## config.mk

```make
export PLATFORM = sky130hd
export DESIGN_NAME = vga_sync_decoder
export DESIGN_NICKNAME = d
export VERILOG_FILES = /design/src/rtl/vga_sync_decoder.sv
export SDC_FILE = /design/constraint.sdc
export NUM_CORES = 1
export LEC_CHECK = 0
export ABC_CLOCK_PERIOD_IN_PS = 5500
export BUFFER_PORTS_ARGS = -buffer_cell sky130_fd_sc_hd__buf_2
export CAP_MARGIN = 20
export CORE_ASPECT_RATIO = 0.5
export CORE_MARGIN = 8
export CORE_UTILIZATION = 60
export CTS_CLUSTER_DIAMETER = 150
export CTS_CLUSTER_SIZE = 20
export DETAILED_ROUTE_END_ITERATION = 10
export PLACE_DENSITY = 0.84
export SLEW_MARGIN = 20
export SYNTH_ARGS = -nofsm -noshare
export SYNTH_HDL_FRONTEND = slang
export SYNTH_SLANG_ARGS = --single-unit
```

## constraint.sdc

```tcl
create_clock -name clk -period 5.5 [get_ports clk]
set_input_delay 0 -clock clk [delete_from_list [all_inputs] [get_ports clk]]
set_output_delay 0 -clock clk [all_outputs]
set_load 0.01 [all_outputs]
```

## src/rtl/vga_sync_decoder.sv

```systemverilog
// Receive-side VGA timing recovery: tracks hsync/vsync against the expected
// line/frame geometry, recovers pixel coordinates and reports lock and timing errors.
module vga_sync_decoder #(
  parameter int H_DISP     = 640,
  parameter int H_FP       = 16,
  parameter int H_SYNC     = 96,
  parameter int H_BP       = 48,
  parameter int V_DISP     = 480,
  parameter int V_FP       = 10,
  parameter int V_SYNC     = 2,
  parameter int V_BP       = 33,
  parameter int LOCK_LINES = 2
) (
  input  logic       clk,
  input  logic       reset,
  input  logic       p_tick,
  input  logic       hsync_in,
  input  logic       vsync_in,
  input  logic [7:0] rgb_in,
  output logic [9:0] x,
  output logic [9:0] y,
  output logic       video_on,
  output logic       pixel_valid,
  output logic [7:0] rgb_out,
  output logic       frame_start,
  output logic       locked,
  output logic       h_err,
  output logic       v_err,
  output logic [7:0] err_count
);

  localparam int H_TOTAL = H_DISP + H_FP + H_SYNC + H_BP;
  localparam int V_TOTAL = V_DISP + V_FP + V_SYNC + V_BP;
  localparam logic [9:0] H_LAST  = 10'(H_TOTAL - 1);
  localparam logic [9:0] V_LAST  = 10'(V_TOTAL - 1);
  localparam logic [9:0] HS_FALL = 10'(H_DISP + H_FP);
  localparam logic [9:0] HS_RISE = 10'(H_DISP + H_FP + H_SYNC);
  localparam logic [9:0] VS_FALL = 10'(V_DISP + V_FP);
  localparam logic [9:0] VS_RISE = 10'(V_DISP + V_FP + V_SYNC);
  localparam logic [9:0] H_ACT   = 10'(H_DISP);
  localparam logic [9:0] V_ACT   = 10'(V_DISP);
  localparam logic [7:0] LOCK_N  = 8'(LOCK_LINES);

  typedef enum logic [1:0] {SEARCH, H_ACQ, LOCKED} state_t;

  state_t     state_q, state_d;
  logic [9:0] hcnt_q, hcnt_d, vcnt_q, vcnt_d;
  logic [7:0] good_q, good_d;
  logic       hs_prev_q, vs_prev_q;
  logic [7:0] rgb_q, errc_q;
  logic       pv_q, fs_q, herr_q, verr_q;
  logic       pv_d, fs_d, herr_d, verr_d;
  logic [9:0] h_adv, v_adv;
  logic       hs_fall, hs_rise, vs_fall, vs_rise, line_start;

  function automatic logic [7:0] sat_inc8(input logic [7:0] v);
    return (v == 8'hFF) ? v : v + 8'd1;
  endfunction

  always_comb begin
    h_adv = (hcnt_q == H_LAST) ? 10'd0 : hcnt_q + 10'd1;
    v_adv = vcnt_q;
    if (hcnt_q == H_LAST) v_adv = (vcnt_q == V_LAST) ? 10'd0 : vcnt_q + 10'd1;
    hs_fall    = hs_prev_q & ~hsync_in;
    hs_rise    = ~hs_prev_q & hsync_in;
    vs_fall    = vs_prev_q & ~vsync_in;
    vs_rise    = ~vs_prev_q & vsync_in;
    line_start = (h_adv == 10'd0);

    state_d = state_q;
    hcnt_d  = h_adv;
    vcnt_d  = v_adv;
    good_d  = good_q;
    herr_d  = 1'b0;
    verr_d  = 1'b0;

    case (state_q)
      SEARCH: begin
        if (hs_fall) begin
          state_d = H_ACQ;
          hcnt_d  = HS_FALL;
          vcnt_d  = vcnt_q;
          good_d  = 8'd1;
        end
      end
      H_ACQ: begin
        // A resync overrides the line wrap, so the row is left untouched.
        if (hs_fall && h_adv != HS_FALL) begin
          hcnt_d = HS_FALL;
          vcnt_d = vcnt_q;
          good_d = 8'd1;
        end else begin
          if (hs_fall && good_q < LOCK_N) good_d = good_q + 8'd1;
          if (vs_fall && good_q >= LOCK_N) begin
            state_d = LOCKED;
            vcnt_d  = VS_FALL;
          end
        end
      end
      LOCKED: begin
        herr_d = (hs_fall && h_adv != HS_FALL) || (hs_rise && h_adv != HS_RISE) ||
                 (h_adv == HS_FALL && !hs_fall);
        verr_d = (vs_fall && !(line_start && v_adv == VS_FALL)) ||
                 (vs_rise && !(line_start && v_adv == VS_RISE)) ||
                 (line_start && v_adv == VS_FALL && !vs_fall) ||
                 (line_start && v_adv == VS_RISE && !vs_rise);
        if (herr_d || verr_d) state_d = SEARCH;
      end
      default: state_d = SEARCH;
    endcase

    pv_d = (state_d == LOCKED) && (hcnt_d < H_ACT) && (vcnt_d < V_ACT);
    fs_d = (state_d == LOCKED) && (hcnt_d == 10'd0) && (vcnt_d == 10'd0);
  end

  always_ff @(posedge clk) begin
    if (reset) begin
      state_q   <= SEARCH;
      hcnt_q    <= '0;
      vcnt_q    <= '0;
      good_q    <= '0;
      hs_prev_q <= 1'b1;
      vs_prev_q <= 1'b1;
      rgb_q     <= '0;
      errc_q    <= '0;
      pv_q      <= 1'b0;
      fs_q      <= 1'b0;
      herr_q    <= 1'b0;
      verr_q    <= 1'b0;
    end else begin
      pv_q   <= 1'b0;
      fs_q   <= 1'b0;
      herr_q <= 1'b0;
      verr_q <= 1'b0;
      if (p_tick) begin
        state_q   <= state_d;
        hcnt_q    <= hcnt_d;
        vcnt_q    <= vcnt_d;
        good_q    <= good_d;
        hs_prev_q <= hsync_in;
        vs_prev_q <= vsync_in;
        pv_q      <= pv_d;
        fs_q      <= fs_d;
        herr_q    <= herr_d;
        verr_q    <= verr_d;
        if (pv_d) rgb_q <= rgb_in;
        if (herr_d || verr_d) errc_q <= sat_inc8(errc_q);
      end
    end
  end

  assign x           = hcnt_q;
  assign y           = vcnt_q;
  assign locked      = (state_q == LOCKED);
  assign video_on    = locked && (hcnt_q < H_ACT) && (vcnt_q < V_ACT);
  assign pixel_valid = pv_q;
  assign rgb_out     = rgb_q;
  assign frame_start = fs_q;
  assign h_err       = herr_q;
  assign v_err       = verr_q;
  assign err_count   = errc_q;

endmodule

```

# After elaboration in Yosys (flattened, before gate mapping)
# Cells that the tools add are included.
# word_totals
rom_bits	0
memories	0
out_inout_bits	42
elab_cells	104
latchBits	0
inputBits	13
reg_bits	52
ramBits	0
# op_classes
mux	21
addsub	4
bitwise_logic	10
eq_ne	13
n_mul	0
div_mod_pow	0
magnitude_cmp	6
shifts	0
reduce_logical	38
# ops
op	count
2-to-1 mux 10 bit	8
case mux 10 bit (2 select lines)	2
equality test 10 bit (second input constant)	3
zero test 10 bit	3
2-to-1 mux 8 bit	3
adder 10 x 1 -> 10 bit (second input constant)	2
equality test 10 x 9 -> 1 bit (second input constant)	2
< comparator 10 bit (second input constant)	2
< comparator 10 x 9 -> 1 bit (second input constant)	2
inequality test 10 bit (second input constant)	2
logical AND 1 bit	17
adder 8 x 1 -> 8 bit (second input constant)	2
case mux 8 bit (2 select lines)	1
equality test 8 bit (second input constant)	1
>= comparator 8 x 2 -> 1 bit (second input constant)	1
< comparator 8 x 2 -> 1 bit (second input constant)	1
2-to-1 mux 2 bit	4
logical OR 1 bit	7
inverter 1 bit	6
case mux 2 bit (3 select lines)	1
zero test 1 bit	5
AND 1 bit	4
equality test 2 bit (second input constant)	2
AND reduction 4 bit	1
other kinds (9)	10

# Longest topological paths before layout
# logic_depth
depth_word	17
depth_mapped	14
mapped_depth_nobuf	11

# Least setup slack after synthesis
# Ideal clock, no wire load.
# synth_timing
path_type	reg-to-reg
start	register hcnt_q[0], in the netlist x[0]
end	register errc_q[5], in the netlist err_count[5]
period_less_slack_ns	3.631
stages_incl_launch_ff	13
arrival_ns	3.511
setup_ns	0.121
required_time_ns	5.379
path_buffers	2
slack_ns	1.869
path_cell_list	dfxtp_1 -> ha_1 -> nand4_1 -> or3_1 -> buf_6 -> or3_4 -> a2111oi_2 -> o2111ai_1 -> o21ai_2 -> a21oi_1 -> buf_2 -> nor4_1 -> mux2_2
# synth_between
elab_chain_cells	12
elab_cells_between_ends	30
classes_between	add/sub: 1; eq/ne: 6; mux: 4; reduce/logical: 19
# synth_rtl
element	line_no	text
start, declared	47	logic [9:0] hcnt_q, hcnt_d, vcnt_q, vcnt_d;
start signal, assigned	137	hcnt_q <= hcnt_d;
adder 10 x 1 -> 10 bit or equality test 10 bit (tied branches)	61, 63	
2-to-1 mux 10 bit (on tied branches)	61, 63	
zero test 10 bit (tied with other cells)	68	line_start = (h_adv == 10'd0);
logical AND 1 bit (on tied branches)	--	
zero test 1 bit (on tied branches)	103, 104	
logical AND 1 bit (on tied branches)	103, 104	
logical OR 1 bit	103	verr_d = (vs_fall && !(line_start && v_adv == VS_FALL)) ||
logical OR 1 bit	104	(vs_rise && !(line_start && v_adv == VS_RISE)) ||
logical OR 1 bit	105	(line_start && v_adv == VS_FALL && !vs_fall) ||
2-to-1 mux 1 bit	77	case (state_q)
logical OR 1 bit (*)	147	if (herr_d || verr_d) errc_q <= sat_inc8(errc_q);
AND reduction 3 bit (no source line) (*)	--	
end signal, assigned	147	
end, declared	50	logic [7:0] rgb_q, errc_q;
# Every way passes the cells marked *; elsewhere a longest branch is shown, timed or not.
# A chain may end at the register's enable or synchronous reset.

# Final worst setup path
# layout_timing
start	register hcnt_q[0], in the netlist x[0]
end	register rgb_q[5], in the netlist rgb_out[5]
# layout_between
elab_chain_cells	16
elab_cells_between_ends	43
classes_between	add/sub: 1; order compare: 2; eq/ne: 7; mux: 12; reduce/logical: 21
# layout_rtl
element	line_no	text
branches (longest 14 deep; another with adder 10 x 1 -> 10 bit)	--	
logical AND 1 bit (*)	112	pv_d = (state_d == LOCKED) && (hcnt_d < H_ACT) && (vcnt_d < V_ACT);
AND reduction 2 bit (no source line) (*)	--	
end signal, assigned	146	if (pv_d) rgb_q <= rgb_in;
end, declared	50	
# Mark *: on every way between the ends.

==> impl_metrics.tcl <==
set metrics [dict create \
    drt-initial-drc-count 591 \
    pwr-share-comb_pct 14.8 \
    ant_nets 0 \
    grt_pass1_vias 3456 \
    hp-class "input port to flip-flop" \
    dieArea_sq_um 8730 \
    crit_fanout 19 \
    fin_util_pct 71.4 \
    layout.nets 515 \
    ys_types 57 \
    status "complete, but fails checks" \
    use_met2_pct 33.6 \
    period_share_pct 85.4 \
    worst_slack_ps 801 \
    fp.dieW_um 124 \
    p_per_area_nw_per_um2 214 \
    vias 3742 \
    seqPwrFrac_pct 47.9 \
    rsz0062_at_grt "no" \
    use_met1_pct 30.7 \
    dp_hpwl_um 7190 \
    endpoint_kind "flip-flop" \
    post_cts_buffers 0 \
    synth_ff_type "dfxtp_1" \
    synth_area_leaders "dfxtp_1, nor2_1, o21ai_0" \
    route.detailed.drc 0 \
    synth-edff-count 0 \
    power.switching_mw 0.244 \
    worstPathRequired_ps 5720 \
    slew_headroom_pct 34.8 \
    pre_cts_slack_ps 890 \
    htreeDepth 2 \
    clk_latency_ps 300 \
    pwr-share-clk_pct 37.3 \
    cp-start-kind "flip-flop" \
    ir_drop_v 0.000152 \
    gp_congestion 1.01 \
    rows 19 \
    grt_usage_pct 23.0 \
    tightestPinTransition_ps 979 \
    synth_seq_cells 52 \
    synth-seq-area-share_pct 29.6 \
    failed_checks "negative hold slack" \
    syn2layout_area_growth_pct 12.7 \
    core-area_sq_um 5560 \
    wl_per_cell_um 18.3 \
    cts_made_buffers 5 \
    wl_um 10400 \
    antenna_found_initial 0 \
    arrival_ps 4920 \
    clock_skew_ps 7.96 \
    grt_overflow_total 0 \
    final_cell_mix "buf_2, dfxtp_1, nor2_1" \
    drv_cap 0 \
    cts_root_buf "clkbuf_16" \
    mostFrequentLayoutCell "buf_2" \
    cts.reportedPaths.clkPinSlew_ps 70 \
    internal-power_mw 0.604 \
    drt-vias-per-instance 6.56 \
    fmax_mhz 213 \
    syn-num-nets 478 \
    tns_ps 0 \
    p_leak_nw 1.53 \
    first_pass_iters 6 \
    pin_count 55 \
    hold_viol 1 \
    synth_area_sq_um 3520 \
    synth_area_leader_cell "dfxtp_1" \
    clock_sinks 52 \
    start_util_pct 63.3 \
    p_sw_share_pct 28.8 \
    grt_max_degree 55 \
    die_y_um 70.2 \
    path_class "flip-flop to flip-flop" \
    synthArstFlopShare_pct 0 \
    drv_slew 0 \
    io_buffers 54 \
    top_usage_layer "met2" \
    grt_pass1_wl_um 17200 \
    cts_tree "built" \
    syn_inst 459 \
    syn_avg_cell_area_sq_um 7.67 \
    synthDominantCellAreaShare_pct 29.6 \
    drive_above_1_share_pct 14.7 \
    setup_violations 0 \
    synth_warnings 0 \
    min_period_ps 4700 \
    clockBufferDepth 2 \
    whs_ps -5.05 \
    diodes 0 \
    groute.layer.met3.usage_pct 8.66 \
]
-- kinds of logic after synthesis --
group | after synthesis | synth area share [%]
buf+inv | 47 | 5.83
fa+ha+maj | 6 | 2.13
compound gates | 128 | 24.8
simple gates | 198 | 30.1
flops | 52 | 29.6
xor+xnor | 15 | 3.73
mux | 13 | 3.84
-- stage by stage --
step / cell area (sq um) / cells / hold slack (ps) / power (mW)
after CTS: 3970 / 570 / 0.0881 / 0.843
after global routing: 3970 / 570 / 20.0 / 0.883
final: 3970 / 570 / -5.05 / 0.848
after global placement: 3730 / 553 / 248 / 0.528
after detailed placement: 3730 / 553 / 260 / 0.529
after floorplan: 3520 / 459 / 122 / 0.496
-- synth_stat cells, types with 2 or more instances --
cell	count
a2111oi_0	2
a211o_1	5
a211oi_1	13
a21o_1	5
a21oi_1	25
a221oi_1	2
a22o_1	2
a22oi_1	5
a31oi_1	5
a32oi_1	2
and2_1	3
and3_1	11
and3b_1	2
and4_1	5
buf_2	5
buf_6	3
clkbuf_1	25
dfxtp_1	52
ha_1	6
inv_1	13
mux2_2	4
mux2i_1	9
nand2_1	34
nand2b_1	20
nand3_1	15
nand4_1	9
nand4b_1	2
nor2_1	45
nor2b_1	8
nor3_1	14
nor3b_1	2
nor4_1	9
nor4bb_1	2
o2111ai_1	3
o211ai_1	6
o21a_1	3
o21ai_0	26
o22ai_1	2
o311a_1	3
o31ai_1	11
or3_1	5
or3b_2	2
or4_1	7
xnor2_1	8
xor2_1	7
-- power by group through the flow --
stage | sequential, mW | combinational (mW) | clock [mW]
2_1_floorplan | 0.405 | 0.0911 | 0
3_3_place_gp | 0.414 | 0.115 | 0
3_5_place_dp | 0.414 | 0.115 | 0
4_1_cts | 0.405 | 0.121 | 0.317
5_1_grt | 0.408 | 0.137 | 0.337
6_report | 0.406 | 0.126 | 0.316
-- final timing paths --
kind | from | cells after the start | to | slack [ps]
min | rgb_in[5] | 3 | rgb_out[5] | -5
max reg2reg | x[0] | 10 | rgb_out[5] | 800
min reg2reg | rgb_out[6] | 2 | rgb_out[6] | 480
max | x[0] | 10 | rgb_out[5] | 800
-- repair_timing --
action | in CTS | in global routing
hold endpoints to repair | 9 | 0
hold buffers | 9 | 0
gates resized for setup | 0 | 0
-- cell type report --
class | count | area (sq um)
multi-input combinational | 360 | 2280
fill | 476 | 1590
sequential | 52 | 1040
timing repair buffer | 64 | 368
clock buffer | 6 | 129
tap | 73 | 91.3
inverter | 13 | 48.8
clock inverter | 2 | 16.3
-- worst max-delay path: stages, from the launching register on --
cell and delay (ps):
dfxtp_1 460, ha_1 330, nand4_1 300, or3_1 710
or3_4 480, a2111oi_2 370, o2111ai_1 290, a21o_1 270
a211o_1 320, a221oi_2 820, mux2i_1 280
-- state kept, by name (all words and copies together) (netlist names) --
| name | cells |
|---|---|
| good_q | 8 |
| h_err | 1 |
| rgb_out | 8 |
| y | 10 |
| hs_prev_q | 1 |
| x | 10 |
| err_count | 8 |
| v_err | 1 |
| frame_start | 1 |
| state_q | 2 |
| vs_prev_q | 1 |
| pixel_valid | 1 |
-- per-layer routing --
metal / vias up / wire, um / share of wire [%]
li1: 1779 / - / -
met1: 1659 / 4520 / 43
met2: 268 / 4240 / 41
met3: 36 / 1420 / 14
met4: 0 / 239 / 2.3
met5: - / 0 / 0
Power figures use the tool's default switching activity.
